### config.mk
export PLATFORM = sky130hd
export DESIGN_NAME = shift_register_8
export DESIGN_NICKNAME = d
export VERILOG_FILES = /design/src/rtl/shift_register_8_pkg.sv /design/src/rtl/shift_register_8_cell.sv /design/src/rtl/shift_register_8.sv
export SDC_FILE = /design/constraint.sdc
export NUM_CORES = 1
export LEC_CHECK = 0
export CORE_AREA = 5 5 42 44
export DETAILED_ROUTE_END_ITERATION = 8
export DIE_AREA = 0 0 47 49
export PLACE_DENSITY = 0.75
export SLEW_MARGIN = 15
export SYNTH_ARGS = -nofsm -noshare
export SYNTH_HDL_FRONTEND = slang
export SYNTH_HIERARCHICAL = 1
export SYNTH_SLANG_ARGS = --single-unit
### constraint.sdc
create_clock -name CP -period 1.4 [get_ports CP]
set_clock_uncertainty 0.05 [all_clocks]
set_input_delay 0.14 -clock CP [delete_from_list [all_inputs] [get_ports CP]]
set_output_delay 0.14 -clock CP [all_outputs]
set_load 0.05 [all_outputs]
### src/rtl/shift_register_8_pkg.sv
// rtl/shift_register_8_pkg.sv - shared width, mode codes and reset value for shift_register_8
package shift_register_8_pkg;

    localparam int WIDTH = 8;

    localparam logic [1:0] MODE_HOLD = 2'b00;
    localparam logic [1:0] MODE_SHR  = 2'b01;
    localparam logic [1:0] MODE_SHL  = 2'b10;
    localparam logic [1:0] MODE_LOAD = 2'b11;

    localparam logic [WIDTH-1:0] RST_VAL = 8'h00;

endpackage

### src/rtl/shift_register_8_cell.sv
// rtl/shift_register_8_cell.sv - one bit-slice: 4:1 next-state mux, clear gating, one flop
module shift_register_8_cell
    import shift_register_8_pkg::*;
#(
    parameter int IDX = 0
) (
    input  logic       clk,
    input  logic       rst,
    input  logic       clr_n,
    input  logic [1:0] mode,
    input  logic       right_in,
    input  logic       left_in,
    input  logic       d,
    output logic       q
);

    logic nxt;

    always_comb begin
        nxt = q;
        case (mode)
            MODE_HOLD: nxt = q;
            MODE_SHR:  nxt = right_in;
            MODE_SHL:  nxt = left_in;
            MODE_LOAD: nxt = d;
            default:   nxt = q;
        endcase
    end

    // Hard reset and soft clear collapse to the same result, so one gate serves both.
    always_ff @(posedge clk) begin
        if (rst || !clr_n) begin
            q <= RST_VAL[IDX];
        end else begin
            q <= nxt;
        end
    end

endmodule

### src/rtl/shift_register_8.sv
// rtl/shift_register_8.sv - 8-bit universal shift register; SHIFT_REG8_ROTATE_EN selects circular shifts
module shift_register_8
    import shift_register_8_pkg::*;
(
    input  logic             CP,
    input  logic             CR,
    input  logic             clr_n,
    input  logic             S1,
    input  logic             S0,
    input  logic [WIDTH-1:0] D,
    output logic [WIDTH-1:0] Q
);

    logic [1:0]       mode;
    logic             fb_hi;
    logic             fb_lo;
    logic [WIDTH-1:0] right_nb;
    logic [WIDTH-1:0] left_nb;

    assign mode = {S1, S0};

`ifdef SHIFT_REG8_ROTATE_EN
    assign fb_hi = Q[0];
    assign fb_lo = Q[WIDTH-1];
`else
    assign fb_hi = 1'b0;
    assign fb_lo = 1'b0;
`endif

    // Each bit sees its upper neighbour for right shifts and its lower neighbour for left shifts.
    assign right_nb = {fb_hi, Q[WIDTH-1:1]};
    assign left_nb  = {Q[WIDTH-2:0], fb_lo};

    for (genvar i = 0; i < WIDTH; i++) begin : g_cell
        shift_register_8_cell #(
            .IDX(i)
        ) u_cell (
            .clk     (CP),
            .rst     (CR),
            .clr_n   (clr_n),
            .mode    (mode),
            .right_in(right_nb[i]),
            .left_in (left_nb[i]),
            .d       (D[i]),
            .q       (Q[i])
        );
    end

endmodule

# Word level (Yosys, flattened, before mapping)
# Cells that the tools add are included.
# op_classes
n_addsub	0
n_mul	0
div_mod_pow	0
order_cmp	0
n_eq_ne	3
shifts	0
muxes	8
bitwise_logic	0
n_reduce_logical	3
# op_table
op	count
$pmux 1 s3	8
$eq 2x2->1 const B	2
$eq 2x1->1 const B	1
$logic_not 2->1	1
$logic_not 1->1	1
$logic_or 1x1->1	1
# totals
reg_bits	8
latch_bits	0
ramBits	0
rom_bits	0
output_inout_bits	8
wordCells	22
mem_count	0

# Depth between registers and ports, before layout
# Gate-level depths: netlist (run 1).
# logic_depth
depth_word	2
depth_mapped	2
depth_no_buf	2

# Modules after synthesis
# The synthesis (run 1) kept the hierarchy.
# modules_own_cells
module	instances	cells_per_inst	area_each_um2
shift_register_8_cell	8	3	51.3
shift_register_8	1	1	3.8

# Least setup slack after synthesis (run 1)
# Ideal clock, no wire load.
# synth_path
kind	reg-to-reg
from	register g_cell[1].u_cell.q
to	register g_cell[0].u_cell.q
setup_time_ps	116
t_arrival_ps	1143
t_required_ps	1234
slack_ps	92
stages_incl_launch_ff	3
n_path_buf	0
synth_period_minus_slack_ps	1308
cell_sequence	dfxtp_1 -> mux4_2 -> and3b_1
# synth_via
elab_chain_cells	1
# synth_rtl
element	line_no	text
start: declaration	shift_register_8_cell.sv:14	output logic q
start signal: assignment	shift_register_8_cell.sv:33	q <= RST_VAL[IDX];
start signal: assignment	shift_register_8_cell.sv:35	q <= nxt;
$pmux 1 s3	shift_register_8_cell.sv:21	case (mode)
end signal: assignment	shift_register_8_cell.sv:33	
end signal: assignment	shift_register_8_cell.sv:35	
end: declaration	shift_register_8_cell.sv:14	
# Every way passes these cells.
# A chain may end at the register's enable or synchronous reset.

==> impl_metrics.py, run 1 <==
metrics = {
    "outcome": {
        "status": "complete, no violations",
    },
    "setup_path": {
        "endpoint_kind": "register",
        "crit_path_cell_trace": "mux4_2, and3b_1",
        "critPathLaunchType": "register",
        "cp.required_ps": 1500,
        "max_stage_delay_ps": 470,
        "cp.arrival_ps": 1270,
        "crit_type": "register to register",
        "critPathLaunch": "g_cell[1].u_cell/q",
        "r2r-start": "g_cell[1].u_cell/q",
        "cp_max_fo": 4,
        "critPathSlowestCell": "mux4_2",
    },
    "floorplanning": {
        "core_um2": 1400,
        "fp.dieH_um": 49,
        "dieArea_um2": 2300,
        "pin_count": 21,
        "fp.dieW_um": 47,
        "row_count": 14,
        "start_util_pct": 29.6,
    },
    "timing": {
        "final-hold-violation-count": 0,
        "min_period_over_period_pct": 83.4,
        "setup_viol": 0,
        "finalWorstSetupSlack_ps": 232,
        "rsz0062_at_grt": "no",
        "period_needed_ps": 1170,
        "drv_slew": 0,
        "max_freq_mhz": 856,
    },
    "grt": {
        "antenna_found_initial": 0,
        "grt_pass1_wl_um": 1780,
        "grt_max_degree": 9,
        "grt_util_all_layers_pct": 11.2,
        "grt_pass1_vias": 371,
        "overflow": 0,
    },
    "placement": {
        "dpl-instance-area_um2": 746,
        "hpwl_um": 841,
        "post-place-ws_ps": -254,
        "dp.cells": 64,
        "gp_congestion": 0.708,
        "port_buffers": 20,
    },
    "synth": {
        "synthArstFlopShare_pct": 0,
        "synth_commonest_cells": "and3b_1, dfxtp_1, mux4_2",
        "synth_xor_area_share_pct": 0,
        "netlist_area_um2": 414,
        "seq_area_frac_synth_pct": 38.7,
        "yosysTopAreaCell": "mux4_2",
        "synth_ff_type": "dfxtp_1",
        "ys_types": 4,
        "yosys-top-cells-area": "mux4_2, dfxtp_1, and3b_1",
        "yosysWarningCount": 6,
        "synthMuxAreaShare_pct": 43.5,
        "synth_top_area_share_pct": 43.5,
        "synth_seq_cells": 8,
        "synth_top_family_by_area": "multiplexers",
        "synth_edf_count": 0,
        "synthSimpleGateAreaFrac_pct": 16.9,
        "syn_inst": 25,
        "synth_fa_ha_area_share_pct": 0,
        "postSynthAreaPerCell_um2": 16.6,
        "synth_compound_area_share_pct": 0,
    },
    "pwr": {
        "ir_drop_v": 0.000298,
        "power_frac_seq_pct": 43.6,
        "switchingPower_mw": 0.137,
        "swShare_pct": 24.6,
        "p_comb_share_pct": 24.7,
        "p_leak_nw": 0.333,
        "powerDensity_nw_per_um2": 725,
        "p_int_mw": 0.421,
        "pwr-share-clk_pct": 31.7,
    },
    "clock_network": {
        "cts_resized": 0,
        "hold_buffers": 0,
        "cts_tree": "done",
        "clock-sinks": 8,
        "cts_root_buf": "clkbuf_4",
        "cts_inserted_buffers": 3,
        "clk_latency_ps": 260,
        "path_clk_slew_ps": 60,
        "cts_buffer_depth": 2,
        "h-tree-depth": 1,
        "cts_setup_buffers": 0,
    },
    "finish": {
        "top_regs": "g_cell.u_cell/q (8)",
        "num_antenna_cells": 0,
        "finalNetCount": 66,
        "drive_gt1_share_pct": 41.2,
        "register_area_um2": 160,
        "top_register": "g_cell.u_cell/q",
        "fin_util_pct": 55.0,
        "stdcell_area_um2": 771,
        "area_growth_pct": 86.1,
        "num-fill-cells": 129,
        "multi_input_area_um2": 258,
        "largest_reg_flops": 8,
        "fin_cells": 67,
    },
    "detailed_routing": {
        "totalWireLength_um": 1040,
        "drc": 0,
        "vias": 347,
        "wl_per_cell_um": 15.5,
        "postRouteAntennaNets": 0,
        "dr.pass1.iters": 2,
        "drt_iter0_markers": 3,
        "viasPerCell": 5.18,
    },
    "worst_hold_path": {
        "min_from": "S1",
        "hold_class": "input port to register",
    },
    "job": {
        "maxCapViolations": 0,
    },
}
[area by class of cell]
type,instances,share of cell area [%]
multi-input cells,18,33.4
well taps,16,2.60
clock buffers,3,2.92
flip-flops and latches,8,20.8
repair buffers,22,40.3
[power groups by stage]
stage | sequential [mW] | clock (mW) | combinational [mW]
after CTS | 0.244 | 0.184 | 0.139
final | 0.243 | 0.177 | 0.138
after floorplan | 0.265 | 0 | 0.0347
after global placement | 0.249 | 0 | 0.138
after detailed placement | 0.248 | 0 | 0.139
after global routing | 0.245 | 0.196 | 0.145
[worst max-delay path, delay by kind of cell, from the launching register on]
kind / cells / cell delay [ps]
multiplexers: 1 / 470
flip-flops: 1 / 360
AND/OR/NAND/NOR: 1 / 190
[stage by stage]
step	power [mW]	hold slack (ps)	setup TNS, ps
after detailed placement	0.388	578	-1900
after global placement	0.387	573	-1750
final	0.559	488	0
after CTS	0.567	612	0
after floorplan	0.300	246	0
after global routing	0.586	511	0
[path summary, 6_finish.rpt]
kind	end	cells past startpoint	slack, ps
worst min-delay path	g_cell[2].u_cell/q	4	490
worst min register to register	g_cell[0].u_cell/q	2	770
worst max-delay path	g_cell[1].u_cell/q	2	230
worst max register to register	g_cell[1].u_cell/q	2	230
[layout by cell type (no fill, tap or decap)]
master,n
dfxtp_1,8
buf_12,9
buf_4,1
and3b_1,8
clkbuf_4,3
dlymetal6s2s_1,1
conb_1,2
mux4_2,8
clkdlybuf4s50_1,11
[routing by layer]
| layer | GRT usage (%) | vias up | wire [um] |
|---|---|---|---|
| li1 | - | 156 | - |
| met1 | 13.5 | 166 | 405 |
| met2 | 14.0 | 23 | 436 |
| met3 | 7.75 | 2 | 171 |
| met4 | 6.91 | 0 | 27 |
| met5 | 0 | - | 0 |
[logic make-up (layout without fill, tap and decap cells)]
family                 after synthesis  in the layout
multiplexers                         8              8
buffers and inverters                0             25
other                                1              2
flip-flops                           8              8
AND/OR/NAND/NOR                      8              8
(Power assumes the default switching activity.)
==> inputs of run 2 (changes only) <==
Clock period 1.4 ns to 1.2 ns, I/O delays scaled along.
==> run 2 against run 1 <==
  * Design area increased by 2.3%
  * Cell count up 1.5%
  * Sequential cell count unchanged
  * Global-route usage down 0.44 points
  * Critical path depth is the same
  * Sequential share of layout area up 1.8 points
  * Worst hold slack better by 88 ps
==> impl_metrics.py, run 2 (synthesis results as in run 1) <==
metrics = {
    "outcome": {
        "status": "complete, no violations",
    },
    "finish": {
        "final_common_cell": "clkdlybuf4s50_1",
        "fin_util_pct": 56.3,
        "top_register": "g_cell.u_cell/q",
        "register_area_um2": 178,
        "multi_input_area_um2": 258,
        "finalNetCount": 66,
        "area_growth_pct": 90.3,
        "drive_gt1_share_pct": 55.8,
        "num_antenna_cells": 0,
        "top_regs": "g_cell.u_cell/q (8)",
        "num-fill-cells": 126,
        "final_cell_mix": "clkdlybuf4s50_1, buf_12, mux4_2, and3b_1, dfxtp_2",
        "largest_reg_flops": 8,
    },
    "pwr": {
        "ir_drop_v": 0.000355,
        "p_comb_share_pct": 24.5,
        "p_total_mw": 0.656,
        "switchingPower_mw": 0.156,
        "pwr-share-clk_pct": 32.8,
        "p_int_mw": 0.500,
        "swShare_pct": 23.8,
        "p_leak_nw": 0.331,
        "powerDensity_nw_per_um2": 832,
        "power_frac_seq_pct": 42.8,
    },
    "clock_network": {
        "cts_buffer_depth": 2,
        "cts_setup_buffers": 0,
        "path_clk_slew_ps": 60,
        "h-tree-depth": 1,
        "clk_latency_ps": 250,
        "cts_inserted_buffers": 3,
        "cts_tree": "done",
        "cts_root_buf": "clkbuf_4",
        "hold_buffers": 0,
        "cts_resized": 1,
        "clock-sinks": 8,
    },
    "timing": {
        "final-hold-violation-count": 0,
        "rsz0062_at_grt": "no",
        "finalWorstSetupSlack_ps": 40.3,
        "drv_slew": 0,
        "max_freq_mhz": 862,
        "min_period_over_period_pct": 96.6,
        "setup_viol": 0,
        "period_needed_ps": 1160,
    },
    "grt": {
        "antenna_found_initial": 0,
        "grt_pass1_wl_um": 1760,
        "grt_pass1_vias": 376,
        "grt_util_all_layers_pct": 10.8,
        "grt_max_degree": 9,
        "overflow": 0,
    },
    "floorplanning": {
        "pin_count": 21,
        "fp.dieW_um": 47,
        "fp.dieH_um": 49,
        "row_count": 14,
        "dieArea_um2": 2300,
        "start_util_pct": 29.6,
        "core_um2": 1400,
    },
    "worst_hold_path": {
        "min_to": "g_cell[3].u_cell/q",
        "hold_class": "input port to register",
        "hold_depth": 4,
        "min_from": "S1",
    },
    "setup_path": {
        "endpoint_kind": "register",
        "r2r_cells": 2,
        "critPathLaunchType": "register",
        "cp.arrival_ps": 1250,
        "cp.required_ps": 1290,
        "r2r-start": "g_cell[6].u_cell/q",
        "cp_max_fo": 4,
        "reg2reg_slack_ps": 40,
        "critPathLaunch": "g_cell[6].u_cell/q",
        "r2r_end": "g_cell[5].u_cell/q",
        "crit_type": "register to register",
    },
    "detailed_routing": {
        "vias": 340,
        "totalWireLength_um": 1070,
        "drc": 0,
        "dr.pass1.iters": 2,
        "wl_per_cell_um": 15.8,
        "postRouteAntennaNets": 0,
        "drt_iter0_markers": 2,
        "viasPerCell": 5.00,
    },
    "placement": {
        "post-place-ws_ps": -419,
        "port_buffers": 20,
        "gp_congestion": 0.697,
    },
    "job": {
        "maxCapViolations": 0,
    },
}
## run 2: worst max-delay path by stage
stage | to | cells past startpoint | slack, ps
2_1_floorplan | g_cell[0].u_cell/q | 2 | -1
3_3_place_gp | g_cell[5].u_cell/q | 4 | -410
3_5_place_dp | g_cell[6].u_cell/q | 4 | -420
4_1_cts | g_cell[5].u_cell/q | 2 | 40
5_1_grt | g_cell[5].u_cell/q | 2 | 20
6_report | g_cell[5].u_cell/q | 2 | 40
## run 2: power groups by stage
stage	Combinational (mW)	Clock [mW]	Sequential, mW
3_5_place_dp	0.163	0	0.286
2_1_floorplan	0.0405	0	0.305
4_1_cts	0.162	0.230	0.280
3_3_place_gp	0.162	0	0.286
5_1_grt	0.170	0.245	0.282
6_report	0.160	0.215	0.281
## run 2: final cells by class
cell class / instances / share of cell area (%)
multi-input combinational: 18 / 32.7
clock buffer: 4 / 3.33
tap: 16 / 2.54
timing repair buffer: 22 / 38.9
sequential: 8 / 22.5
## run 2: metrics by stage
stage | cells | area (um^2) | hold slack (ps) | setup TNS, ps
6_report | 68 | 788 | 577 | 0
5_1_grt | 68 | 788 | 595 | 0
4_1_cts | 68 | 788 | 572 | 0
3_5_place_dp | 64 | 763 | 536 | -3280
3_3_place_gp | 64 | 763 | 534 | -3210
2_1_floorplan | 26 | 435 | 225 | -1.45
## run 2: metal layers
layer	vias up	global-route usage, %	routed length [um]
li1	158	-	-
met1	161	13.2	446
met2	21	16.5	494
met3	0	2.95	129
met4	0	5.53	0
met5	-	0	0
## run 2: worst max-delay path, cell delays in order (launching register included)
cell     delay (ps)
dfxtp_4         360
mux4_2          450
and3b_1         190
==> inputs of run 3 (changes only) <==
Settings changed: CAP_MARGIN set to 10, HOLD_SLACK_MARGIN set to 0.15.
==> results of run 3 <==
No change in the layout: final DEF, timing and power equal those of run 2.
